`src/rtl/cycle_trainer_pkg.sv`:
```
// Shared types and constants for the training-session scheduler.
package cycle_trainer_pkg;

    localparam int unsigned ADC_W = 12;
    localparam int unsigned SEQ_W = 8;

    localparam logic CH_TEMP  = 1'b0;
    localparam logic CH_PULSE = 1'b1;

    typedef enum logic [2:0] {
        IDLE,
        REQ_TEMP,
        REQ_PULSE,
        LOG,
        WAIT
    } state_e;

    function automatic logic is_req(input state_e s);
        return (s == REQ_TEMP) || (s == REQ_PULSE);
    endfunction

endpackage

```
`src/rtl/adc_watchdog.sv`:
```
// Counts unacknowledged cycles of an outstanding ADC request; expire fires on the
// last permitted cycle so the scheduler abandons the request at the following edge.
module adc_watchdog #(
    parameter int unsigned ADC_TIMEOUT = 255
) (
    input  logic clock,
    input  logic reset,
    input  logic arm,
    input  logic ack,
    output logic expire
);
    localparam int unsigned CW = $clog2(ADC_TIMEOUT + 1);

    logic [CW-1:0] cnt_q, cnt_d;

    // An ack ends the current request, so the next channel starts from zero.
    always_comb begin
        cnt_d = cnt_q;
        if (!arm || ack) begin
            cnt_d = '0;
        end else if (cnt_q != CW'(ADC_TIMEOUT)) begin
            cnt_d = cnt_q + 1'b1;
        end
    end

    always_ff @(posedge clock or posedge reset) begin
        if (reset) begin
            cnt_q <= '0;
        end else begin
            cnt_q <= cnt_d;
        end
    end

    assign expire = arm & ~ack & (cnt_q == CW'(ADC_TIMEOUT - 1));

endmodule

```
`src/rtl/session_scheduler.sv`:
```
// Sequences a training session: temperature then pulse conversion, then one logged record.
// Optional SESSION_STATS_EN adds a saturating per-session record_count output.
module session_scheduler #(
    parameter int unsigned ADC_W         = cycle_trainer_pkg::ADC_W,
    parameter int unsigned SAMPLE_PERIOD = 1000,
    parameter int unsigned ADC_TIMEOUT   = 255
) (
    input  logic                             clock,
    input  logic                             reset,
    input  logic                             button,
    input  logic                             adc_ack,
    input  logic [ADC_W-1:0]                 adc_data,
    output logic                             adc_req,
    output logic                             adc_ch,
    input  logic                             db_ready,
    output logic                             db_valid,
    output logic [ADC_W-1:0]                 db_temp,
    output logic [ADC_W-1:0]                 db_pulse,
    output logic [cycle_trainer_pkg::SEQ_W-1:0] db_seq,
    output logic                             active,
    output logic                             fault
`ifdef SESSION_STATS_EN
    ,
    output logic [15:0]                      record_count
`endif
);
    import cycle_trainer_pkg::*;

    localparam int unsigned WAIT_W = $clog2(SAMPLE_PERIOD);

    state_e             state_q, state_d;
    logic               button_q;
    logic               stop_pend_q, stop_pend_d;
    logic [ADC_W-1:0]   temp_q, temp_d;
    logic [ADC_W-1:0]   pulse_q, pulse_d;
    logic [SEQ_W-1:0]   seq_q, seq_d;
    logic [WAIT_W-1:0]  wait_q, wait_d;
    logic               fault_q, fault_d;
    logic               adc_req_q, adc_req_d;
    logic               adc_ch_q, adc_ch_d;
    logic               db_valid_q, db_valid_d;
    logic               active_q, active_d;

    logic btn_edge, start, stop_now, ack, xfer, arm, expire;

    assign btn_edge = button & ~button_q;
    assign start    = (state_q == IDLE) & btn_edge;
    assign stop_now = stop_pend_q | btn_edge;
    assign ack      = adc_ack & adc_req_q;
    assign xfer     = db_valid_q & db_ready;
    assign arm      = is_req(state_q);

    adc_watchdog #(
        .ADC_TIMEOUT (ADC_TIMEOUT)
    ) u_watchdog (
        .clock  (clock),
        .reset  (reset),
        .arm    (arm),
        .ack    (ack),
        .expire (expire)
    );

    always_comb begin
        state_d     = state_q;
        stop_pend_d = stop_pend_q;
        temp_d      = temp_q;
        pulse_d     = pulse_q;
        seq_d       = seq_q;
        wait_d      = wait_q;
        fault_d     = fault_q;
        unique case (state_q)
            IDLE: begin
                if (btn_edge) begin
                    state_d = REQ_TEMP;
                    fault_d = 1'b0;
                end
            end
            REQ_TEMP, REQ_PULSE: begin
                // An ack always beats a same-cycle timeout; a stop only takes effect on the ack.
                if (ack) begin
                    if (state_q == REQ_TEMP) begin
                        temp_d = adc_data;
                    end else begin
                        pulse_d = adc_data;
                    end
                    stop_pend_d = 1'b0;
                    if (stop_now) begin
                        state_d = IDLE;
                    end else begin
                        state_d = (state_q == REQ_TEMP) ? REQ_PULSE : LOG;
                    end
                end else if (expire) begin
                    fault_d     = 1'b1;
                    stop_pend_d = 1'b0;
                    state_d     = IDLE;
                end else if (btn_edge) begin
                    stop_pend_d = 1'b1;
                end
            end
            LOG: begin
                if (xfer) begin
                    seq_d       = seq_q + 1'b1;
                    stop_pend_d = 1'b0;
                    wait_d      = WAIT_W'(SAMPLE_PERIOD - 1);
                    state_d     = stop_now ? IDLE : WAIT;
                end else if (btn_edge) begin
                    stop_pend_d = 1'b1;
                end
            end
            WAIT: begin
                if (btn_edge) begin
                    state_d = IDLE;
                end else if (wait_q == '0) begin
                    state_d = REQ_TEMP;
                end else begin
                    wait_d = wait_q - 1'b1;
                end
            end
            default: state_d = IDLE;
        endcase

        adc_req_d  = is_req(state_d);
        adc_ch_d   = (state_d == REQ_PULSE) ? CH_PULSE : CH_TEMP;
        db_valid_d = (state_d == LOG);
        active_d   = (state_d != IDLE);
    end

    always_ff @(posedge clock or posedge reset) begin
        if (reset) begin
            state_q     <= IDLE;
            button_q    <= 1'b0;
            stop_pend_q <= 1'b0;
            temp_q      <= '0;
            pulse_q     <= '0;
            seq_q       <= '0;
            wait_q      <= '0;
            fault_q     <= 1'b0;
            adc_req_q   <= 1'b0;
            adc_ch_q    <= 1'b0;
            db_valid_q  <= 1'b0;
            active_q    <= 1'b0;
        end else begin
            state_q     <= state_d;
            button_q    <= button;
            stop_pend_q <= stop_pend_d;
            temp_q      <= temp_d;
            pulse_q     <= pulse_d;
            seq_q       <= seq_d;
            wait_q      <= wait_d;
            fault_q     <= fault_d;
            adc_req_q   <= adc_req_d;
            adc_ch_q    <= adc_ch_d;
            db_valid_q  <= db_valid_d;
            active_q    <= active_d;
        end
    end

    assign adc_req  = adc_req_q;
    assign adc_ch   = adc_ch_q;
    assign db_valid = db_valid_q;
    assign db_temp  = temp_q;
    assign db_pulse = pulse_q;
    assign db_seq   = seq_q;
    assign active   = active_q;
    assign fault    = fault_q;

`ifdef SESSION_STATS_EN
    logic [15:0] count_q, count_d;

    always_comb begin
        count_d = count_q;
        if (start) begin
            count_d = '0;
        end else if (xfer && (count_q != 16'hFFFF)) begin
            count_d = count_q + 16'd1;
        end
    end

    always_ff @(posedge clock or posedge reset) begin
        if (reset) begin
            count_q <= '0;
        end else begin
            count_q <= count_d;
        end
    end

    assign record_count = count_q;
`endif

endmodule

```
`config.mk`:
```
export PLATFORM = sky130hd
export DESIGN_NAME = session_scheduler
export DESIGN_NICKNAME = d
export VERILOG_FILES = /design/src/rtl/cycle_trainer_pkg.sv /design/src/rtl/adc_watchdog.sv /design/src/rtl/session_scheduler.sv
export SDC_FILE = /design/constraint.sdc
export NUM_CORES = 1
export LEC_CHECK = 0
export BUFFER_PORTS_ARGS = -buffer_cell sky130_fd_sc_hd__clkbuf_2
export CAP_MARGIN = 5
export CORE_UTILIZATION = 50
export DETAILED_ROUTE_END_ITERATION = 10
export PLACE_DENSITY = 0.74
export RECOVER_POWER = 100
export SYNTH_ARGS = -nofsm -noshare
export SYNTH_HDL_FRONTEND = slang
export SYNTH_HIERARCHICAL = 1
export SYNTH_SLANG_ARGS = --single-unit
```
`constraint.sdc`:
```
create_clock -name clock -period 4.8 [get_ports clock]
set_input_delay 0.48 -clock clock [delete_from_list [all_inputs] [get_ports clock]]
set_output_delay 0.48 -clock clock [all_outputs]
set_load 0.01 [all_outputs]
```
==> impl_results.rst <==
.. list-table::
   :header-rows: 1

   * - Metric
     - Value
   * - Yosys warning total
     - 6
   * - Die H
     - 75.47 um
   * - Number of global-route vias before repair
     - 1852
   * - Sum of buffers and inverters on the critical path
     - 1
   * - Reported max-cap violation count
     - 1
   * - Count of unresolved DRC violations after routing
     - 0
   * - Crit. End Element
     - flip-flop
   * - Layout Skew
     - 4.037 ps
   * - Number of hold violations in the final report
     - 0
   * - Post-CTS Setup Bufs
     - 0
   * - Final worst-path cycle share
     - 52.33%
   * - Post-place instance area
     - 3044 um^2
   * - Sw power
     - 592.4 uW
   * - Proportion of synthesized flip-flops having asynchronous set or reset
     - 100.0%
   * - Sequential-to-total area share from yosys stat
     - 55.63%
   * - Via count
     - 1960
   * - Part of the power in combinational logic
     - 29.5%
   * - Library cell with the largest summed area after synthesis
     - dfrtp_1
   * - Clock transition time at the flip-flop clock pins of the worst setup and hold paths
     - 70 ps
   * - Clock tree from TritonCTS
     - yes
   * - Worst hold-check slack
     - 72.42 ps
   * - DR pass1 iterations
     - 4
   * - Ordered list of cells on the worst path
     - xnor2_1 -> nor2_1 -> nand2b_1 -> nor3_1 -> and3b_1 -> a21o_1 -> a21oi_1 -> inv_1 -> or3_1
   * - Count of final max-slew check failures
     - 40
   * - Starting density of the core
     - 52.51%
   * - Kind of critical path
     - flip-flop to flip-flop
   * - Synthesis-to-layout area growth
     - 17.20%
   * - Cell type of the slowest stage on the worst timing path
     - dfrtp_1
   * - Final nets
     - 313
   * - Root Buffer Master
     - clkbuf_8
   * - Antenna cell count
     - 0
   * - # resized after CTS
     - 0
   * - Critical Path RT
     - 5020 ps
   * - Total global routing overflow
     - 0
   * - Clk network pwr share
     - 25.2%
   * - Yosys top cell area share
     - 55.63%
   * - # setup viols final
     - 0
   * - Number of antenna violations at the first check in global routing
     - 0
   * - Core footprint
     - 5140 um^2
   * - First-pass GRT wire length
     - 8.549 mm
   * - Leak Pwr
     - 1.435 nW
   * - Maximum clock rate
     - 398.2 MHz
   * - Top cell family by delay on the critical path
     - simple AND/OR/NAND/NOR gates
   * - Min Clock Period, post-route
     - 2512 ps
   * - Sequential share of power
     - 45.3%
   * - RSZ-0062 raised after global routing
     - false
   * - I/O pin count
     - 54
   * - DIE AREA
     - 5696 um^2
   * - Count of antenna-violating nets left after detailed routing
     - 0
   * - Top cells by area, synth
     - dfrtp_1, mux2_2, nand2_1
   * - Transition time of the tightest slew-check pin
     - 2018 ps
   * - Yosys reg bits
     - 60
   * - Overall global routing resource usage
     - 20.99%
   * - RR Startpoint
     - state_q[1]
   * - Average wire per standard cell
     - 14.26 um
   * - Data arrival at the endpoint of the critical path
     - 2730 ps
   * - Average cell area after synthesis
     - 11.68 um^2
   * - Largest net degree at the start of global routing
     - 40
   * - Number of standard-cell rows in the floorplan
     - 26
   * - Max-slew headroom at the worst pin
     - -34.55%
   * - Cell Int Power
     - 1.155 mW
   * - CTS buffer count
     - 9
   * - Syn Std Cell Area
     - 2699 um^2
   * - Number of distinct library cell variants in the gate-level netlist after synthesis
     - 49
   * - Global placement routability congestion
     - 0.7974
   * - # clock sinks
     - 60
   * - Flop-to-flop setup slack
     - 2290 ps
   * - Violations in the final reports
     - capacitance limit, slew limit
   * - Endpoint of the worst-slack reg-to-reg timing path
     - active
   * - Number of buffers inserted for hold repair after clock tree synthesis
     - 0
   * - Synth Net Count
     - 252
   * - Die X
     - 75.47 um
   * - Via density per instance
     - 5.355
   * - Post-synth EDFFs
     - 0
   * - Category of the worst setup path launch point
     - flip-flop
   * - Post-synthesis cell count
     - 231
   * - Switching power as a share of total power
     - 33.91%
   * - Post-detailed-routing wire length
     - 5.220 mm
   * - Count of input and output buffers
     - 53
   * - Main synth FF type
     - dfrtp_1
   * - Count of cells along the worst register-to-register path
     - 9
   * - Deepest level of the CTS H-tree
     - 3
   * - Clk buf depth
     - 2
   * - Critical Path Max Stage Delay
     - 450 ps
   * - Layout Cell Area excl Fill
     - 3163 um^2
   * - Worst skew pair latency
     - 330 ps
   * - Worst VDD drop
     - 0.3657 mV
   * - Number of violations reported at the end of detailed-routing iteration 0
     - 102
   * - Ratio of cells with drive above 1 in the final layout
     - 20.27%
   * - Pwr Density
     - 552.4 nW/um^2
   * - Worst Hold Class
     - input pin to async pin
   * - Final cell utilization of the core
     - 61.54%
   * - Status
     - complete, but fails checks
   * - CP max FO
     - 7
   * - Total Power Consumption
     - 1.747 mW
   * - Sum of net half-perimeters after detailed placement
     - 3.652 mm
   * - Setup tns final
     - 0 ps
## synth_stat cells, drive strengths merged, types with 2 or more instances
cell and number:
nor3 12, o21ai 6, a211oi 2, buf 3, and3 2, or4 3, nand3 5, a21oi 9
dfrtp 60, mux2 24, xnor2 9, mux2i 2, clkbuf 2, o311a 2, nor4 2, ha 4
nor2 11, nand2 23, a31oi 5, xor2 3, inv 10, or3 4, a21o 2, nor3b 2
nand4 5, nand2b 4
## power by group through the flow
| stage | clock (mW) | combinational, mW | sequential [mW] |
|---|---|---|---|
| final | 0.440 | 0.515 | 0.792 |
| after global routing | 0.471 | 0.579 | 0.816 |
| after CTS | 0.453 | 0.558 | 0.797 |
| after detailed placement | 0 | 0.556 | 0.802 |
| after global placement | 0 | 0.541 | 0.795 |
| after floorplan | 0 | 0.304 | 0.844 |
## stage by stage
step | cells | setup WS, ps
finish | 366 | 2288
global route | 366 | 1738
CTS | 366 | 2256
detailed placement | 351 | 2268
global placement | 351 | 2360
floorplan | 231 | 2552
## final cells by class
| class | instances | area (um^2) |
|---|---|---|
| fill | 464 | 1977 |
| multi-input combinational | 156 | 1122 |
| inverter | 10 | 37.54 |
| tap | 70 | 87.58 |
| clock inverter | 5 | 52.55 |
| timing repair buffer | 55 | 224.0 |
| clock buffer | 10 | 137.6 |
| sequential | 60 | 1501 |
## cells in the final DEF (no fill, tap or decap), types with 5 or more instances in the layout
master	n
dfrtp_1	60
clkbuf_1	41
mux2_2	24
nand2_1	23
clkbuf_2	14
nor3_1	12
nor2_1	11
inv_1	10
clkbuf_8	10
a21oi_1	9
xnor2_1	9
o21ai_0	6
a31oi_1	5
## cells by family after synthesis
family,share of synthesized area [%]
flip-flops,55.63
multiplexers,10.76
AO/OA/AOI/OAI,7.649
AND/OR/NAND/NOR,17.62
buffers and inverters,2.225
adder cells (fa/ha/maj),2.225
XOR/XNOR,3.895
## state kept, by name, summed over array words and instances, names as in the netlist
name,flops
db_seq,8
db_pulse,12
stop_pend_q,1
adc_ch,1
adc_req,1
wait_q,10
u_watchdog/cnt_q,8
state_q,3
button_q,1
fault,1
db_temp,12
db_valid,1
active,1
## how the worst max path moves through the flow
stage               cells past startpoint     endpoint  slack [ps]        from
finish                                  9       active        2290  state_q[1]
global placement                       10       active        2360     adc_ack
detailed placement                      9       active        2270  state_q[1]
global route                            3  db_pulse[9]        1740       reset
floorplan                               9       active        2550  state_q[1]
CTS                                     9       active        2260  state_q[1]
## metal layers
metal  track usage (%)  up-vias  part of all wire [%]
met2             32.34       53                    46
met5                 0        -                     0
met3             7.540        9                   5.9
met4             9.877        0                   2.0
met1             26.60      951                    46
li1                  -      947                     -
(Power assumes the default switching activity.)
